### src/rtl/data_fsm.sv
// data_fsm: Moore control FSM between a character source and a send engine.
// On start it repeatedly asks the source for a character, strobes the
// transmitter once per character and waits for it to finish. A run ends
// when the source reports no more data (noMoreDone) or when MAX_CHARS
// characters have been sent (done).
//
// Ports:
//   clk        - system clock, rising edge
//   rst_n      - asynchronous active-low reset
//   start      - begin a run (sampled in IDLE)
//   noMore     - source exhausted (sampled in ASK, wins over newData)
//   sendDone   - transmitter finished current character (sampled in WAITSEND)
//   newData    - source has a character ready (sampled in ASK)
//   startSend  - one-cycle send strobe (SEND)
//   wantData   - data request to source (ASK)
//   noMoreDone - one-cycle run-ended-by-exhaustion flag (NODATA)
//   done       - one-cycle run-ended-by-full flag (FULL)
module data_fsm #(
  parameter int unsigned MAX_CHARS = 198
) (
  input  logic clk,
  input  logic rst_n,
  input  logic start,
  input  logic noMore,
  input  logic sendDone,
  input  logic newData,
  output logic startSend,
  output logic wantData,
  output logic noMoreDone,
  output logic done
);

  typedef enum logic [2:0] {
    IDLE     = 3'd0,
    ASK      = 3'd1,
    SEND     = 3'd2,
    WAITSEND = 3'd3,
    FULL     = 3'd4,
    NODATA   = 3'd5
  } state_t;

  localparam logic [7:0] MAX_CNT = 8'(MAX_CHARS);

  state_t     state;
  logic [7:0] charCount;

  // Output pattern for a given state: {startSend, wantData, noMoreDone, done}.
  // Outputs are loaded together with the state they belong to, so the
  // registered outputs always equal the Moore decode of the current state.
  function automatic logic [3:0] decode(input state_t s);
    case (s)
      SEND:    decode = 4'b1000;
      ASK:     decode = 4'b0100;
      NODATA:  decode = 4'b0010;
      FULL:    decode = 4'b0001;
      default: decode = 4'b0000;
    endcase
  endfunction

  always_ff @(posedge clk or negedge rst_n) begin
    if (!rst_n) begin
      state     <= IDLE;
      charCount <= '0;
      {startSend, wantData, noMoreDone, done} <= '0;
    end else begin
      case (state)
        IDLE: begin
          if (start) begin
            state     <= ASK;
            charCount <= '0;
            {startSend, wantData, noMoreDone, done} <= decode(ASK);
          end
        end
        ASK: begin
          if (noMore) begin
            state <= NODATA;
            {startSend, wantData, noMoreDone, done} <= decode(NODATA);
          end else if (newData) begin
            state <= SEND;
            {startSend, wantData, noMoreDone, done} <= decode(SEND);
          end
        end
        SEND: begin
          state     <= WAITSEND;
          charCount <= charCount + 8'd1;
          {startSend, wantData, noMoreDone, done} <= decode(WAITSEND);
        end
        WAITSEND: begin
          if (sendDone) begin
            if (charCount == MAX_CNT) begin
              state <= FULL;
              {startSend, wantData, noMoreDone, done} <= decode(FULL);
            end else begin
              state <= ASK;
              {startSend, wantData, noMoreDone, done} <= decode(ASK);
            end
          end
        end
        default: begin
          // FULL, NODATA and any unused encoding return to IDLE.
          state <= IDLE;
          {startSend, wantData, noMoreDone, done} <= decode(IDLE);
        end
      endcase
    end
  end

endmodule

### config.mk
export PLATFORM = sky130hd
export DESIGN_NAME = data_fsm
export DESIGN_NICKNAME = d
export VERILOG_FILES = /design/src/rtl/data_fsm.sv
export SDC_FILE = /design/constraint.sdc
export NUM_CORES = 1
export LEC_CHECK = 0
export CORE_UTILIZATION = 53
export DETAILED_ROUTE_END_ITERATION = 10
export HOLD_SLACK_MARGIN = 0.15
export PLACE_DENSITY_LB_ADDON = 0.1
export SETUP_SLACK_MARGIN = 0.2
export SYNTH_ARGS = -nofsm -noshare
export SYNTH_HDL_FRONTEND = slang
export SYNTH_SLANG_ARGS = --single-unit
export TNS_END_PERCENT = 100
### constraint.sdc
create_clock -name clk -period 1.8 [get_ports clk]
set_input_delay 0.36 -clock clk [delete_from_list [all_inputs] [get_ports clk]]
set_output_delay 0.36 -clock clk [all_outputs]
set_load 0.05 [all_outputs]
---- Yosys cells after proc, flatten, opt, wreduce, memory -nomap -nowiden ----
Index checks and enable logic that the tools add are counted.
storage, ports and cells
  register bits ........................... 15
  input bits .............................. 6
  output and inout port bits .............. 4
operators by class
  add/subtract/negate cells ............... 1
  eq/ne operators ......................... 7
  muxes and demuxes ....................... 24
  reduce and logical (&&, ||, !) cells .... 4
operator list
  operator                                              number
  case mux 8 bit (2 select lines)                       1
  two-way mux 3 bit                                     5
  two-way mux 1 bit                                     12
  case mux 1 bit (3 select lines)                       4
  case mux 3 bit (4 select lines)                       1
  adder 8 x 1 -> 8 bit (second input constant)          1
  equality test 8 bit (second input constant)           1
  two-way mux 8 bit                                     1
  equality test 3 x 2 -> 1 bit (second input constant)  2
  inequality test 2 bit (second input constant)         2
  equality test 3 x 1 -> 1 bit (second input constant)  1
  logical NOT 3 bit                                     1
  inequality test 3 bit (second input constant)         1
  AND reduction 3 bit                                   1
  AND reduction 2 bit                                   1
  nonzero test 2 bit                                    1

---- Longest topological paths before layout ----
  depth in word-level cells ............... 4
  mapped depth ............................ 5
  gate-level depth less buffers ........... 5

---- Worst setup path after synthesis ----
No wires, ideal clock.
  path kind ............................... reg2reg
  from .................................... register state[1]
  to ...................................... register wantData
  arrival time ............................ 1.290 ns
  required time ........................... 1.655 ns
  setup slack ............................. 0.366 ns
  stages on the path, launching flop included .. 5
  path buffers ............................ 1
  clock period less this slack ............ 1.434 ns
  cells stage by stage .................... dfrtp_1 -> buf_2 -> or3_4 -> a311oi_4 -> a221oi_1
between the ends
  word-level cells in the longest chain between the ends .. 3
  elaborated cells between the ends (all ways) .. 8
  classes of those cells .................. eq/ne: 5; mux: 1; reduce/logical: 2
RTL lines
  item                                                                             line  source
  start, declared                                                                  44    state_t state;
  start signal, assigned                                                           62    state <= IDLE;
  start signal, assigned                                                           69    state <= ASK;
  start signal, assigned                                                           76    state <= NODATA;
  equality test 3 x 1 -> 1 bit, or another cell as far along                       66    case (state)
  inequality test 3 bit (no line) / inequality test 2 bit (equally long branches)  --
  AND reduction 3 bit (no line)                                                    --
  end signal, assigned                                                             71    {startSend, wantData, noMoreDone, done} <= decode(ASK);
  end signal, assigned                                                             77    {startSend, wantData, noMoreDone, done} <= decode(NODATA);
  end signal, assigned                                                             80    {startSend, wantData, noMoreDone, done} <= decode(SEND);
  end, declared                                                                    28    output logic wantData,
Several ways; a longest one is shown, not always the timed one.
A chain may end at the register's enable or synchronous reset.

---- Worst setup path in the final report ----
Ends and elaborated chain as after synthesis.

==> flow_summary.ini <==
[outcome]
outcome = completed

[global_route]
grt_pass1_wl_mm = 3.13
grt-ovfl-total = 0
grt_pass1_vias = 693
antenna_found_initial = 0
grt_max_degree = 16
grt_util_all_layers_pct = 23.0

[die]
io_pins = 10
core.rowCount = 14
die_h_um = 42.4
coreArea_um2 = 1520
die_area_um2 = 1800
fp.dieW_um = 42.4
start_util_pct = 56.9

[place]
place_congestion = 0.855
hpwl_mm = 1.37
dpl_cell_area_um2 = 991
portBuffers = 9

[worst_setup_path]
worstReg2RegEnd = wantData
crit_fanout = 13
rr_startpoint = state[1]
cp.required_ns = 1.95
cp_cell_sequence = buf_4 > o21ba_2 > a311oi_4 > a221oi_1
crit_type = reg2reg
cp-end-kind = flop
reg2reg_slack_ns = 0.27
setup.worst_path.start_class = flop
slowest_stage = dfrtp_1
startpoint = state[1]
max_stage_delay_ns = 0.46
arrival_ns = 1.68
worst_r2r_path_depth = 4

[clock_network]
clock_latency_ns = 0.28
hold_buffers = 0
cts_sinks = 15
cts_buffers = 3
ctsRootBufferMaster = clkbuf_4
h-tree-depth = 1
cts_buffer_depth = 2
tritoncts = yes
path_clk_slew_ns = 0.09

[worst_hold_path]
hp-class = in2async

[routing]
dr.pass1.iters = 4
ant_nets = 0
drc = 0
detail_route.wl_per_cell_um = 15.5
drtIter0Drc = 29
vias = 763
wirelength_mm = 1.85
viasPerCell = 6.36

[timing]
hold_viol_final = 0
rsz0062_at_grt = true
fmax_ghz = 0.653
worstMarginPinSlew_ns = 0.407
period_share_pct = 85.1
slew_headroom_pct = 72.8
setup_viol = 0
finClkSkew_ns = 0.00519
tns_ns = 0
finalCriticalPeriod_ns = 1.53
holdWs_ns = 0.390
slew_viol_final = 0

[job]
maxCapViolations = 0

[synth]
synth.cell_area_um2 = 867
synth_top_area_share_pct = 43.3
yosysUniqueCellTypes = 37
syn_avg_cell_area_um2 = 9.74
synth_nets = 97
yosys-top-cells-area = dfrtp_1 (43%), a31oi_1 (4.3%), inv_1 (3.5%), a311oi_4 (3.0%), ha_1 (2.9%)
yosys_warnings = 0
synthCells = 89
synth_area_leader_cell = dfrtp_1
synth_edf_count = 0
async_flop_share_pct = 100
synth_flop_cell = dfrtp_1
yosysSeqAreaShare_pct = 43.3
yosysMostFrequentCell = dfrtp_1
yosys-top-cells-count = dfrtp_1 (15), inv_1 (8), a31oi_1 (6)
ys_ff_latch = 15

[cells_and_area]
final_area_um2 = 1030
antenna_cells = 0
nets = 113
area_growth_pct = 19.2
drive_gt1_share_pct = 22.1

[pwr]
finalPower_uw = 1590
ir_drop_mv = 0.993
p_per_area_nw_per_um2 = 1540
p_leak_uw = 0.000440
[placed cells by master (no fill, tap or decap), types with 2 or more instances in the layout]
| cell type | n |
|---|---|
| nor3_1 | 2 |
| a31oi_1 | 6 |
| clkbuf_4 | 3 |
| ha_1 | 2 |
| buf_4 | 11 |
| inv_1 | 8 |
| o21ai_0 | 3 |
| and3_1 | 3 |
| nand2b_1 | 3 |
| nand2_1 | 5 |
| nor2_1 | 4 |
| clkdlybuf4s50_1 | 5 |
| o22ai_1 | 2 |
| nand3_1 | 3 |
| o41ai_1 | 2 |
| a32o_1 | 2 |
| dfrtp_2 | 2 |
| dfrtp_1 | 13 |
| nand4_1 | 3 |
| mux2i_1 | 2 |
[how the worst max path moves through the flow]
stage	to	cells past startpoint
finish	wantData	4
global route	done	5
CTS	state[2]	5
detailed placement	wantData	4
global placement	wantData	4
floorplan	wantData	4
[timing repair]
| action | CTS | global route |
|---|---|---|
| gates resized for setup | 0 | 4 |
| endpoints found under the hold margin | 0 | 0 |
| setup endpoints to repair | 0 | 3 |
| buffers inserted | 0 | 1 |
[metal layers]
layer  GRT usage, %  part of all wire [%]  wire length [µm]  vias to the layer above
met1           32.5                    45               842                      363
met4           9.38                  0.49                 9                        0
met2           35.1                    48               883                       30
met3           3.88                   6.4               119                        2
met5              0                     0                 0                        -
li1               -                     -                 -                      368
[flip-flops by register name, indices dropped and copies added, names as in the netlist]
| name | cells |
|---|---|
| startSend | 1 |
| state | 3 |
| done | 1 |
| wantData | 1 |
| charCount | 8 |
| noMoreDone | 1 |
[power by group]
| part | internal [µW] | leakage (µW) | switching, µW |
|---|---|---|---|
| clock | 82.3 | 0.0000177 | 105 |
| sequential | 465 | 0.000194 | 188 |
| combinational | 335 | 0.000228 | 414 |
| total | 881 | 0.000440 | 706 |
[critical path: cells and delay by family, from the launching register on]
kind,cells,cell delay [ns]
AOI/OAI and AO/OA,3,0.74
buffers and inverters,1,0.21
DFF,1,0.46
[logic make-up after synthesis]
logic type / after synthesis / share of synthesized area (%)
AO/OA/AOI/OAI: 25 / 23.4
XOR/XNOR: 1 / 1.01
adder cells (fa/ha/maj): 2 / 2.89
buffers and inverters: 13 / 5.92
flip-flops: 15 / 43.3
multiplexers: 2 / 2.31
AND/OR/NAND/NOR: 31 / 21.2
[through the flow]
stage                     worst slack (ns)  utilization, %  cells
after detailed placement          -0.00830            65.0    115
after global routing                 0.196            67.8    120
after CTS                            0.236            66.8    119
after floorplan                      0.366               -     89
after global placement              0.0339            65.0    115
final                                0.268            67.8    120
[area by class of cell]
type / instances / area, µm²
clock buffer: 3 / 22.5
clock inverter: 1 / 5.00
fill: 121 / 490
inverter: 8 / 30.0
multi-input combinational: 61 / 445
sequential: 15 / 378
tap: 16 / 20.0
timing repair buffer: 16 / 133
Power figures use the tool's default switching activity.
